File: src/rtl/data_ram.sv
// data_ram: word-organised scratch RAM with byte/half/word access, alignment and
// range checking, and a fixed, parameterised access latency.
`default_nettype none

module data_ram #(
  parameter int DATA_WIDTH  = 32,
  parameter int ADDR_WIDTH  = 32,
  parameter int DEPTH       = 32,
  parameter int WAIT_STATES = 1
) (
  input  logic                  i_clk,
  input  logic                  i_rst,
  input  logic                  i_req,
  input  logic                  i_we,
  input  logic [ADDR_WIDTH-1:0] i_addr,
  input  logic [1:0]            i_size,
  input  logic                  i_unsigned,
  input  logic [DATA_WIDTH-1:0] i_wdata,
  output logic                  o_ready,
  output logic                  o_ack,
  output logic [DATA_WIDTH-1:0] o_rdata,
  output logic                  o_err
);

  localparam logic [1:0] c_IDLE = 2'd0;
  localparam logic [1:0] c_WAIT = 2'd1;
  localparam logic [1:0] c_RESP = 2'd2;
  localparam logic [3:0] c_LAST_WAIT = 4'((WAIT_STATES > 0) ? WAIT_STATES - 1 : 0);
  localparam int         c_IW = (DEPTH > 1) ? $clog2(DEPTH) : 1;

  logic [1:0]            r_state, w_next;
  logic [3:0]            r_cnt;
  logic                  r_we, r_uns, r_err;
  logic [ADDR_WIDTH-1:0] r_addr;
  logic [1:0]            r_size;
  logic [DATA_WIDTH-1:0] r_wdata, r_rdata;

  // In IDLE the live inputs are used so a zero-wait access can commit on its accept edge.
  logic                  w_we, w_uns, w_err, w_enter_resp, w_commit;
  logic [ADDR_WIDTH-1:0] w_addr;
  logic [ADDR_WIDTH-3:0] w_idx;
  logic [1:0]            w_size, w_lane;
  logic [DATA_WIDTH-1:0] w_wdata, w_wlanes, w_word, w_shift, w_load;
  logic [3:0]            w_be;
  logic [DATA_WIDTH-1:0] w_mem [DEPTH];

  assign w_we    = (r_state == c_IDLE) ? i_we       : r_we;
  assign w_uns   = (r_state == c_IDLE) ? i_unsigned : r_uns;
  assign w_addr  = (r_state == c_IDLE) ? i_addr     : r_addr;
  assign w_size  = (r_state == c_IDLE) ? i_size     : r_size;
  assign w_wdata = (r_state == c_IDLE) ? i_wdata    : r_wdata;
  assign w_idx   = w_addr[ADDR_WIDTH-1:2];
  assign w_lane  = w_addr[1:0];

  assign w_err = (w_size == 2'b11)
              || (w_size == 2'b01 && w_lane[0])
              || (w_size == 2'b10 && w_lane != 2'b00)
              || (w_idx >= (ADDR_WIDTH-2)'(DEPTH));

  assign w_enter_resp = !i_rst && (w_next == c_RESP);
  assign w_commit     = w_enter_resp && w_we && !w_err;

  always_ff @(posedge i_clk) begin
    if (i_rst) begin
      r_state <= c_IDLE;
      r_cnt   <= '0;
    end else begin
      r_state <= w_next;
      r_cnt   <= (r_state == c_WAIT) ? r_cnt + 4'd1 : 4'd0;
    end
  end

  always_comb begin
    w_next = r_state;
    case (r_state)
      c_IDLE:  if (i_req) w_next = (WAIT_STATES == 0) ? c_RESP : c_WAIT;
      c_WAIT:  if (r_cnt == c_LAST_WAIT) w_next = c_RESP;
      c_RESP:  w_next = c_IDLE;
      default: w_next = c_IDLE;
    endcase
  end

  always_comb begin
    o_ready = (r_state == c_IDLE);
    o_ack   = (r_state == c_RESP);
    o_err   = r_err;
    o_rdata = r_rdata;
  end

  always_ff @(posedge i_clk) begin
    if (r_state == c_IDLE && i_req) begin
      r_we    <= i_we;
      r_uns   <= i_unsigned;
      r_addr  <= i_addr;
      r_size  <= i_size;
      r_wdata <= i_wdata;
    end
  end

  always_comb begin
    w_be = 4'b0000;
    case (w_size)
      2'b00: w_be[w_lane] = 1'b1;
      2'b01: begin
        w_be[w_lane]        = 1'b1;
        w_be[w_lane + 2'd1] = 1'b1;
      end
      2'b10:   w_be = 4'b1111;
      default: w_be = 4'b0000;
    endcase
  end

  assign w_wlanes = w_wdata << {w_lane, 3'b000};

  for (genvar k = 0; k < DEPTH; k++) begin : g_word
    logic [DATA_WIDTH-1:0] r_word = DATA_WIDTH'(k + 1);
    assign w_mem[k] = r_word;
    always_ff @(posedge i_clk) begin
      if (w_commit && w_idx == (ADDR_WIDTH-2)'(k)) begin
        for (int b = 0; b < 4; b++) begin
          if (w_be[b]) r_word[8*b +: 8] <= w_wlanes[8*b +: 8];
        end
      end
    end
  end

  assign w_word  = w_mem[w_idx[c_IW-1:0]];
  assign w_shift = w_word >> {w_lane, 3'b000};

  always_comb begin
    case (w_size)
      2'b00:   w_load = w_uns ? {{(DATA_WIDTH-8){1'b0}}, w_shift[7:0]}
                              : {{(DATA_WIDTH-8){w_shift[7]}}, w_shift[7:0]};
      2'b01:   w_load = w_uns ? {{(DATA_WIDTH-16){1'b0}}, w_shift[15:0]}
                              : {{(DATA_WIDTH-16){w_shift[15]}}, w_shift[15:0]};
      default: w_load = w_word;
    endcase
  end

  always_ff @(posedge i_clk) begin
    if (i_rst || !w_enter_resp) begin
      r_rdata <= '0;
      r_err   <= 1'b0;
    end else begin
      r_err   <= w_err;
      r_rdata <= (w_err || w_we) ? '0 : w_load;
    end
  end

endmodule

`default_nettype wire

File: config.mk
export PLATFORM = sky130hd
export DESIGN_NAME = data_ram
export DESIGN_NICKNAME = d
export VERILOG_FILES = /design/src/rtl/data_ram.sv
export SDC_FILE = /design/constraint.sdc
export NUM_CORES = 1
export LEC_CHECK = 0
export BUFFER_PORTS_ARGS = -buffer_cell sky130_fd_sc_hd__buf_2
export CORE_UTILIZATION = 40
export DETAILED_ROUTE_END_ITERATION = 8
export GPL_TIMING_DRIVEN = 1
export PLACE_DENSITY = 0.64
export SYNTH_ARGS = -nofsm -noshare
export SYNTH_HDL_FRONTEND = slang
export SYNTH_SLANG_ARGS = --single-unit
File: constraint.sdc
create_clock -name i_clk -period 12.02 [get_ports i_clk]
set_clock_uncertainty 0.2 [all_clocks]
set_input_delay 0.601 -clock i_clk [delete_from_list [all_inputs] [get_ports i_clk]]
set_output_delay 0.601 -clock i_clk [all_outputs]
set_load 0.005 [all_outputs]
-- Word level (Yosys, flattened, before mapping)
Index checks and enable logic that the tools add are counted.
Widths: inputs -> output; s select.
- bits in registers: 1131
- bits in latches: 0
- RAM bits: 0
- bits in read-only memories: 0
- input bits: 71
- output and inout port bits: 35
- word-level logic and storage cells: 389
- memories: 0
- add/subtract/negate cells: 2
- $mul: 0
- divide/modulo/power cells: 0
- $lt $le $gt $ge: 6
- equality and inequality tests: 37
- shift-type cells: 2
- multiplexer cells: 19
- bitwise logic cells: 3
- reduce and logical (&&, ||, !) cells: 183
- operator list (operator ; number):
    $eq 30x5->1 const B ; 16
    $reduce_and 2->1 ; 128
    $eq 30x4->1 const B ; 8
    $mux 32 ; 6
    $bmux 32 s5 ; 1
    $eq 30x3->1 const B ; 4
    $pmux 32 s2 ; 1
    $eq 30x2->1 const B ; 2
    $logic_and 1x1->1 ; 40
    $shl 32x5->32 ; 1
    $shr 32x5->16 ; 1
    $eq 30x1->1 const B ; 1
    $ge 30x6->1 const B ; 1
    $logic_not 30->1 ; 1
    $pmux 4 s3 ; 1
    $eq 2x2->1 const B ; 4
    $ge 6x6->1 const B ; 1
    $lt 2x3->1 const B ; 2
    $mux 2 ; 3
    $not 5->6 ; 1
    $logic_or 1x1->1 ; 5
    $add 4x1->4 const B ; 1
    $demux 1 s2 ; 2
    $eq 2x1->1 const B ; 2
    11 further kinds ; 19

-- Longest topological paths before layout
Gate-level depths: netlist of run 1.
- depth in word-level cells: 11
- depth in mapped cells: 20

-- Worst setup path before layout of run 1
Ideal clock, no wire load.
- path type: register to register
- start: reg r_state[0]
- end: reg g_word[31].r_word[0], enable pin
- setup time: 0.370 ns
- arrival time: 3.973 ns
- setup slack: 7.477 ns
- cell stages (with the launch flop): 20
- buffers on the path: 6
- period minus slack after synthesis: 4.543 ns
- cell sequence: dfxtp_1 > buf_6 > or2_1 > buf_6 > buf_6 > nand2_1 > nand2_1 > inv_1 > clkbuf_1 > clkbuf_1 > clkbuf_1 > ha_1 > nor2_1 > a2111o_1 > or2_1 > nor2b_1 > and2b_1 > and2_1 > nand2_1 > nor2_1
- word-level cells in the longest chain between the ends: 11
- elaborated cells on any way between the ends: 40
- classes of those cells: add/sub (1); order compare (5); eq/ne (6); mux (11); bitwise (1); reduce/logical (16)
- ends and longest elaborated chain (element ; line ; text):
    start: declaration ; 31 ; logic [1:0] r_state, w_next;
    start signal: assignment ; 65 ; r_state <= c_IDLE;
    start signal: assignment ; 68 ; r_state <= w_next;
    branches (longest 10 deep; another with $lt 2x3->1) ; n/a ;
    $reduce_and 2->1 (no line) (*) ; n/a ;
    end signal: indexed assignment ; 121 ; if (w_be[b]) r_word[8*b +: 8] <= w_wlanes[8*b +: 8];
    end: declaration ; 116 ; logic [DATA_WIDTH-1:0] r_word = DATA_WIDTH'(k + 1);
Mark *: on every way between the ends.
A chain may end at the register's enable or synchronous reset.

-- Final worst setup path of run 1
- start: reg r_state[0]
- end: reg g_word[29].r_word[27], enable pin
- word-level cells in the longest chain between the ends: 11
- elaborated cells on any way between the ends: 40
- classes of those cells: add/sub (1); order compare (5); eq/ne (6); mux (11); bitwise (1); reduce/logical (16)
- ends and longest elaborated chain (element ; line):
    branches (longest 10 deep; another with $lt 2x3->1) ; n/a
    $reduce_and 2->1 (no line) (*) ; n/a
    end signal: indexed assignment ; 121
    end: declaration ; 116
Marks and branches as above.

==> out/summary.txt, run 1 <==
outcome: finished, violations left
failing checks: design-rule violations
min-delay src: i_req
#FFs+latches synth: 1131
period utilization: 0.452
Sw Share: 0.257
DIE HEIGHT: 329 um
R2R depth: 12
initial antenna violation count: 4
post-CTS setup buffer count: 0
CP required: 12.13 ns
power per cell area: 182 nW/um^2
GPL Wtd Cong: 0.914
Setup CP Type: reg2reg
Iter 0 DRT Violations: 3641
Final Non-Filler Cells: 4411
P_sw: 0.00231 W
H-tree depth: 3
most frequent cells in the layout: edfxtp_1, o22ai_1, o21ai_0
Final min period: 5.43 ns
clk buf depth: 3
sequential area share after synthesis: 0.783
worst hold path class: in2reg
critical path capture point type: register
Slew HR: 0.192
logic gate share of total power: 0.122
Core Box Area: 106000 sq um
warnings from Yosys: 0
CTS tree: yes
unrepaired setup endpoints after global routing: no
Arrival @ worst endpoint: 5.54 ns
first-pass GRT wire length: 175000 um
TNS Setup: 0 ns
Fmax achieved: 0.184 GHz
launching element type of the critical path: register
reg2reg end: g_word[29].r_word[27]
# clock sinks: 1131
Row Count: 119
Yosys top cell by area: edfxtp_1
Internal: 0.00666 W
die area: 108000 sq um
Max-cap violations: 0
mapped cell area: 42900 sq um
Post-Synthesis Cells: 2775
post_cts resized: 0
Least-Margin Pin Slew: 1.21 ns
Clk pwr share: 0.375
Sequential Power Share: 0.502
Peak VDD IR: 0.114 mV
Final setup viols: 0
Num CTS Buffers: 108
Pleak: 15.8 nW
Synth area leaders: edfxtp_1, o22ai_1, o21ai_0, dfxtp_1, nor2_1
largest net degree at the start of global routing: 133
final WL: 122000 um
Die Span X: 329 um
total grt overflow: 0
GR Util All Layers: 0.219
Hold EP: r_state[0]
hold path depth: 3
DP HPWL: 73300 um
DRC Markers: 3
Pre-Repair DR Iteration Count: 8
port buffer count: 105
vias in the first global route: 25839
fin. max-slew vios: 0
area grow syn2layout: 15.1%
total power: 0.00897 W
clock-pin slew on the worst setup and hold paths: 0.06 ns
final net count: 3004
top cell type's share of synthesized area: 0.765
Top-Level Pins: 106
DR vias: 26561
post-route ant nets: 0
share of layout cells above drive strength 1: 0.141
Reg2Reg Launch Point: r_state[0]
Fin. Hold Viols: 0
Netlist cell types: 54
crit-path max FO: 32
post-synth net total: 2852
syn avg cell area: 15.4 sq um
clock root buffer master: clkbuf_16
post-layout util: 0.467
Ant. Diodes: 0
Post-synth EDFFs: 1092
Initial Util: 0.406
WHS: 0.0268 ns
Avg WL per Cell: 27.6 um
ys flop type: edfxtp_1
DP Cell Count: 4141
internal reg-to-reg setup slack: 6.59 ns
Worst-Skew Late Latency: 0.68 ns
commonest non-fill, non-tap cell in the layout: edfxtp_1
mean number of vias per cell: 6.02
post-synthesis async set-or-reset flop share: 0
==> what timing repair did <==
| action | in CTS | in global routing |
|---|---|---|
| endpoints found under the setup margin | 0 | 0 |
| endpoints found under the hold margin | 67 | 0 |
| hold buffers | 67 | 0 |
==> synthesized netlist by cell type (7+ instances only) <==
| cell | n |
|---|---|
| a211oi_1 | 8 |
| a21oi_1 | 49 |
| a22oi_1 | 7 |
| a41oi_1 | 25 |
| buf_1 | 14 |
| buf_2 | 70 |
| buf_4 | 9 |
| buf_6 | 10 |
| clkbuf_1 | 91 |
| dfxtp_1 | 39 |
| edfxtp_1 | 1092 |
| inv_1 | 7 |
| mux2_2 | 17 |
| mux2i_1 | 43 |
| nand2_1 | 126 |
| nand2_2 | 10 |
| nand2b_1 | 9 |
| nand3_1 | 30 |
| nand4_1 | 42 |
| nor2_1 | 167 |
| nor4_1 | 14 |
| o21ai_0 | 272 |
| o21ai_1 | 18 |
| o221a_2 | 8 |
| o22ai_1 | 525 |
==> state kept, by name, summed over array words and instances (netlist names) <==
signal / flops
r_addr: 32
r_uns: 1
r_cnt: 4
r_size: 2
g_word.r_word: 1024
r_wdata: 32
r_state: 2
o_err: 1
o_rdata: 32
r_we: 1
==> metal layers <==
metal  wire length (um)  vias to the layer above  track usage
li1                   -                    11532            -
met1              47900                    13227        0.301
met2              56700                     1572        0.341
met3              12100                      228       0.0436
met4               5050                        2       0.0936
met5                 12                        -            0
==> worst max-delay path by stage <==
stage	end	slack, ns	cells past startpoint	from
CTS	g_word[25].r_word[10]	6.72	12	r_state[0]
finish	g_word[29].r_word[27]	6.59	12	r_state[0]
global route	g_word[25].r_word[8]	6.37	12	r_state[0]
detailed placement	g_word[24].r_word[30]	6.74	12	r_state[0]
global placement	g_word[6].r_word[10]	6.79	11	r_state[0]
floorplan	g_word[31].r_word[0]	7.48	19	r_state[0]
==> power groups by stage <==
stage                     combinational (W)  sequential, W  clock [W]
after detailed placement            0.00106        0.00459          0
after CTS                           0.00108        0.00451    0.00339
after floorplan                    0.000563        0.00460          0
final                               0.00110        0.00451    0.00337
after global placement              0.00105        0.00459          0
after global routing                0.00115        0.00451    0.00354
==> stage by stage <==
step | setup slack [ns] | cell area, sq um
detailed placement | 6.74 | 45200
finish | 6.59 | 49400
floorplan | 7.48 | 42900
global route | 6.37 | 49400
CTS | 6.72 | 49400
global placement | 6.79 | 45200
==> kinds of logic (layout without fill, tap and decap cells) <==
family	count (synthesis)	count (layout)	synth area share
DFF	1131	1131	0.783
AOI/OAI and AO/OA	933	933	0.131
and+or+nand+nor	439	439	0.0464
buffers and inverters	202	447	0.0223
muxes	62	62	0.0151
adders and majority gates	6	6	0.00175
xor gates and xnor gates	2	2	0.000409
==> worst max-delay path: stages (launching register included) <==
cell      delay [ns]
dfxtp_1         0.39
or2_4           0.42
inv_2           0.10
buf_4           0.43
mux2i_2         0.83
nor2_1          0.08
a2111o_1        0.38
or2_1           0.27
nor2b_1         0.37
and2b_1         0.24
and2b_1         0.19
nand2_1         0.43
nor2_1          0.71
==> area by class of cell <==
cell class	instances	area [sq um]
Timing Repair Buffer	236	1750
Tap cell	1391	1740
Inverter	8	30.0
Fill cell	9006	56400
Clock buffer	134	2880
Multi-Input combinational cell	1442	8730
Sequential cell	1131	33600
Clock inverter	69	652
No activity file was read; power rests on OpenSTA's default activity.
==> inputs of run 2 (changes only) <==
--- a/config.mk
+++ b/config.mk
@@ -9,7 +9,7 @@
 export CORE_UTILIZATION = 40
 export DETAILED_ROUTE_END_ITERATION = 8
 export GPL_TIMING_DRIVEN = 1
-export PLACE_DENSITY = 0.64
+export PLACE_DENSITY = 0.66
 export SYNTH_ARGS = -nofsm -noshare
 export SYNTH_HDL_FRONTEND = slang
 export SYNTH_SLANG_ARGS = --single-unit
==> constraint.sdc (replaced) <==
create_clock -name i_clk -period 4.8 [get_ports i_clk]
set_clock_uncertainty 0.2 [all_clocks]
set_input_delay 0.24 -clock i_clk [delete_from_list [all_inputs] [get_ports i_clk]]
set_output_delay 0.24 -clock i_clk [all_outputs]
set_load 0.005 [all_outputs]
==> run 2 against run 1 <==
Against the previous run:
- the run still ends with design-rule violations left
- cell count grew 3.6%
- flip-flop and latch count is the same
- wire length rose by 2.4%
- power rose to 2.5 times the previous value
- sequential share of layout area down 1.5 points
- critical path depth down 1
- critical path type unchanged
==> out/summary.txt, run 2 (synthesis gave the netlist of run 1 again) <==
worst hold path class: in2reg (unchanged)
crit-path max FO: 17 (was 32)
die area: 108000 sq um (unchanged)
Setup CP Type: reg2reg (unchanged)
Multi-input gate area: 8650 sq um (was 8730 sq um)
share of layout cells above drive strength 1: 0.182 (was 0.141)
fillers: 8838 (was 9006)
Iter 0 DRT Violations: 3931 (was 3641)
max reg flops: 1024 (unchanged)
critical path capture point type: register (unchanged)
Peak VDD IR: 0.317 mV (was 0.114 mV)
vias in the first global route: 26810 (was 25839)
Top reg by flops: g_word.r_word (unchanged)
clk buf depth: 3 (unchanged)
power per cell area: 445 nW/um^2 (was 182 nW/um^2)
outcome: finished, violations left (unchanged)
CP required: 5.24 ns (was 12.13 ns)
failing checks: design-rule violations (unchanged)
clock root buffer master: clkbuf_16 (unchanged)
final net count: 3165 (was 3004)
Row Count: 119 (unchanged)
post-layout worst setup margin: 0.210 ns (was 6.59 ns)
first-pass GRT wire length: 180000 um (was 175000 um)
Avg WL per Cell: 27.3 um (was 27.6 um)
Die Span X: 329 um (unchanged)
DR vias: 27647 (was 26561)
Ant. Diodes: 0 (unchanged)
Fmax achieved: 0.218 GHz (was 0.184 GHz)
Area after DPL: 46300 sq um (was 45200 sq um)
unrepaired setup endpoints after global routing: no (unchanged)
period utilization: 0.956 (was 0.452)
R2R depth: 11 (was 12)
post-route ant nets: 0 (unchanged)
Fin. Hold Viols: 0 (unchanged)
Initial Util: 0.406 (unchanged)
Num CTS Buffers: 108 (unchanged)
launching element type of the critical path: register (unchanged)
area grow syn2layout: 17.7% (was 15.1%)
Worst-Skew Late Latency: 0.70 ns (was 0.68 ns)
Sequential cell area: 33600 sq um (unchanged)
GR Util All Layers: 0.226 (was 0.219)
mean number of vias per cell: 6.05 (was 6.02)
Final setup viols: 0 (unchanged)
fin. max-slew vios: 0 (unchanged)
port buffer count: 105 (unchanged)
final WL: 125000 um (was 122000 um)
post-place setup slack: 0.345 ns (was 6.74 ns)
GPL Wtd Cong: 0.927 (was 0.914)
final instance area: 50500 sq um (was 49400 sq um)
hold path depth: 2 (was 3)
H-tree depth: 3 (unchanged)
Core Box Area: 106000 sq um (unchanged)
TNS Setup: 0 ns (unchanged)
Top-Level Pins: 106 (unchanged)
clock-pin slew on the worst setup and hold paths: 0.07 ns (was 0.06 ns)
Pre-Repair DR Iteration Count: 9 (was 8)
DRC Markers: 2 (was 3)
Max-cap violations: 0 (unchanged)
commonest non-fill, non-tap cell in the layout: edfxtp_1 (unchanged)
CTS tree: yes (unchanged)
total grt overflow: 0 (unchanged)
Arrival @ worst endpoint: 5.03 ns (was 5.54 ns)
Pleak: 16.6 nW (was 15.8 nW)
initial antenna violation count: 3 (was 4)
post-layout util: 0.477 (was 0.467)
post-CTS setup buffer count: 0 (unchanged)
# clock sinks: 1131 (unchanged)
DP HPWL: 79900 um (was 73300 um)
post_cts resized: 0 (unchanged)
DIE HEIGHT: 329 um (unchanged)
largest net degree at the start of global routing: 62 (was 133)
Least-Margin Pin Slew: 1.31 ns (was 1.21 ns)
Final min period: 4.59 ns (was 5.43 ns)
most frequent cells in the layout: edfxtp_1, o22ai_1, o21ai_0 (unchanged)
Slew HR: 0.125 (was 0.192)
WHS: 0.0565 ns (was 0.0268 ns)
[run 2: cell types whose count changed in the layout (fill, tap and decap cells not counted), sizes merged]
cell	previous run	this run
clkbuf	134	132
inv	15	14
clkinv	44	47
bufinv	9	7
dlygate4sd3	67	70
buf	169	327
[run 2: worst paths after layout]
kind                from     endpoint  slack (ns)
max           r_state[1]  o_rdata[11]        0.21
min          i_wdata[25]  r_wdata[25]        0.06
max reg2reg   r_state[1]  o_rdata[11]        0.21
min reg2reg     r_cnt[0]     r_cnt[0]        0.27
[run 2: what timing repair did]
action	4_1_cts	5_1_grt
hold buffers	70	0
endpoints found under the hold margin	78	0
setup endpoints to repair	0	0
[run 2: area by class of cell]
cell class	count	share of cell area
clock buffer	132	0.0561
clock inverter	69	0.0118
inverter	8	0.000595
multi-input combinational	1442	0.171
sequential	1131	0.665
tap	1391	0.0345
timing repair buffer	397	0.0605
[run 2: power breakdown]
part / leakage [nW] / total (W) / internal (W) / switching (W)
clock network: 1.66 / 0.00831 / 0.00460 / 0.00371
logic: 4.61 / 0.00288 / 0.000754 / 0.00213
registers: 10.3 / 0.0113 / 0.0113 / 0.0000276
total: 16.6 / 0.0225 / 0.0166 / 0.00586
[run 2: metrics by stage]
step | power (W) | std cells
5_1_grt | 0.0230 | 4570
4_1_cts | 0.0225 | 4570
3_5_place_dp | 0.0143 | 4299
3_3_place_gp | 0.0142 | 4299
2_1_floorplan | 0.0129 | 2775
6_report | 0.0225 | 4570
[run 2: routing by layer]
layer / track usage / up-vias / wire, um
li1: - / 11838 / -
met1: 0.301 / 13847 / 47500
met2: 0.353 / 1672 / 57800
met3: 0.0473 / 286 / 12900
met4: 0.111 / 4 / 6420
met5: 0 / - / 16
[run 2: worst max-delay path: stages, from the launching register on]
cell and delay, ns:
dfxtp_1 0.37, or2_4 0.36, buf_4 0.21, a31oi_4 0.91, buf_4 0.40, o22ai_1 0.11
o21ai_0 0.42, a41oi_1 0.23, a21oi_1 0.58, mux2i_1 0.21, o31ai_1 0.28, o221a_2 0.24
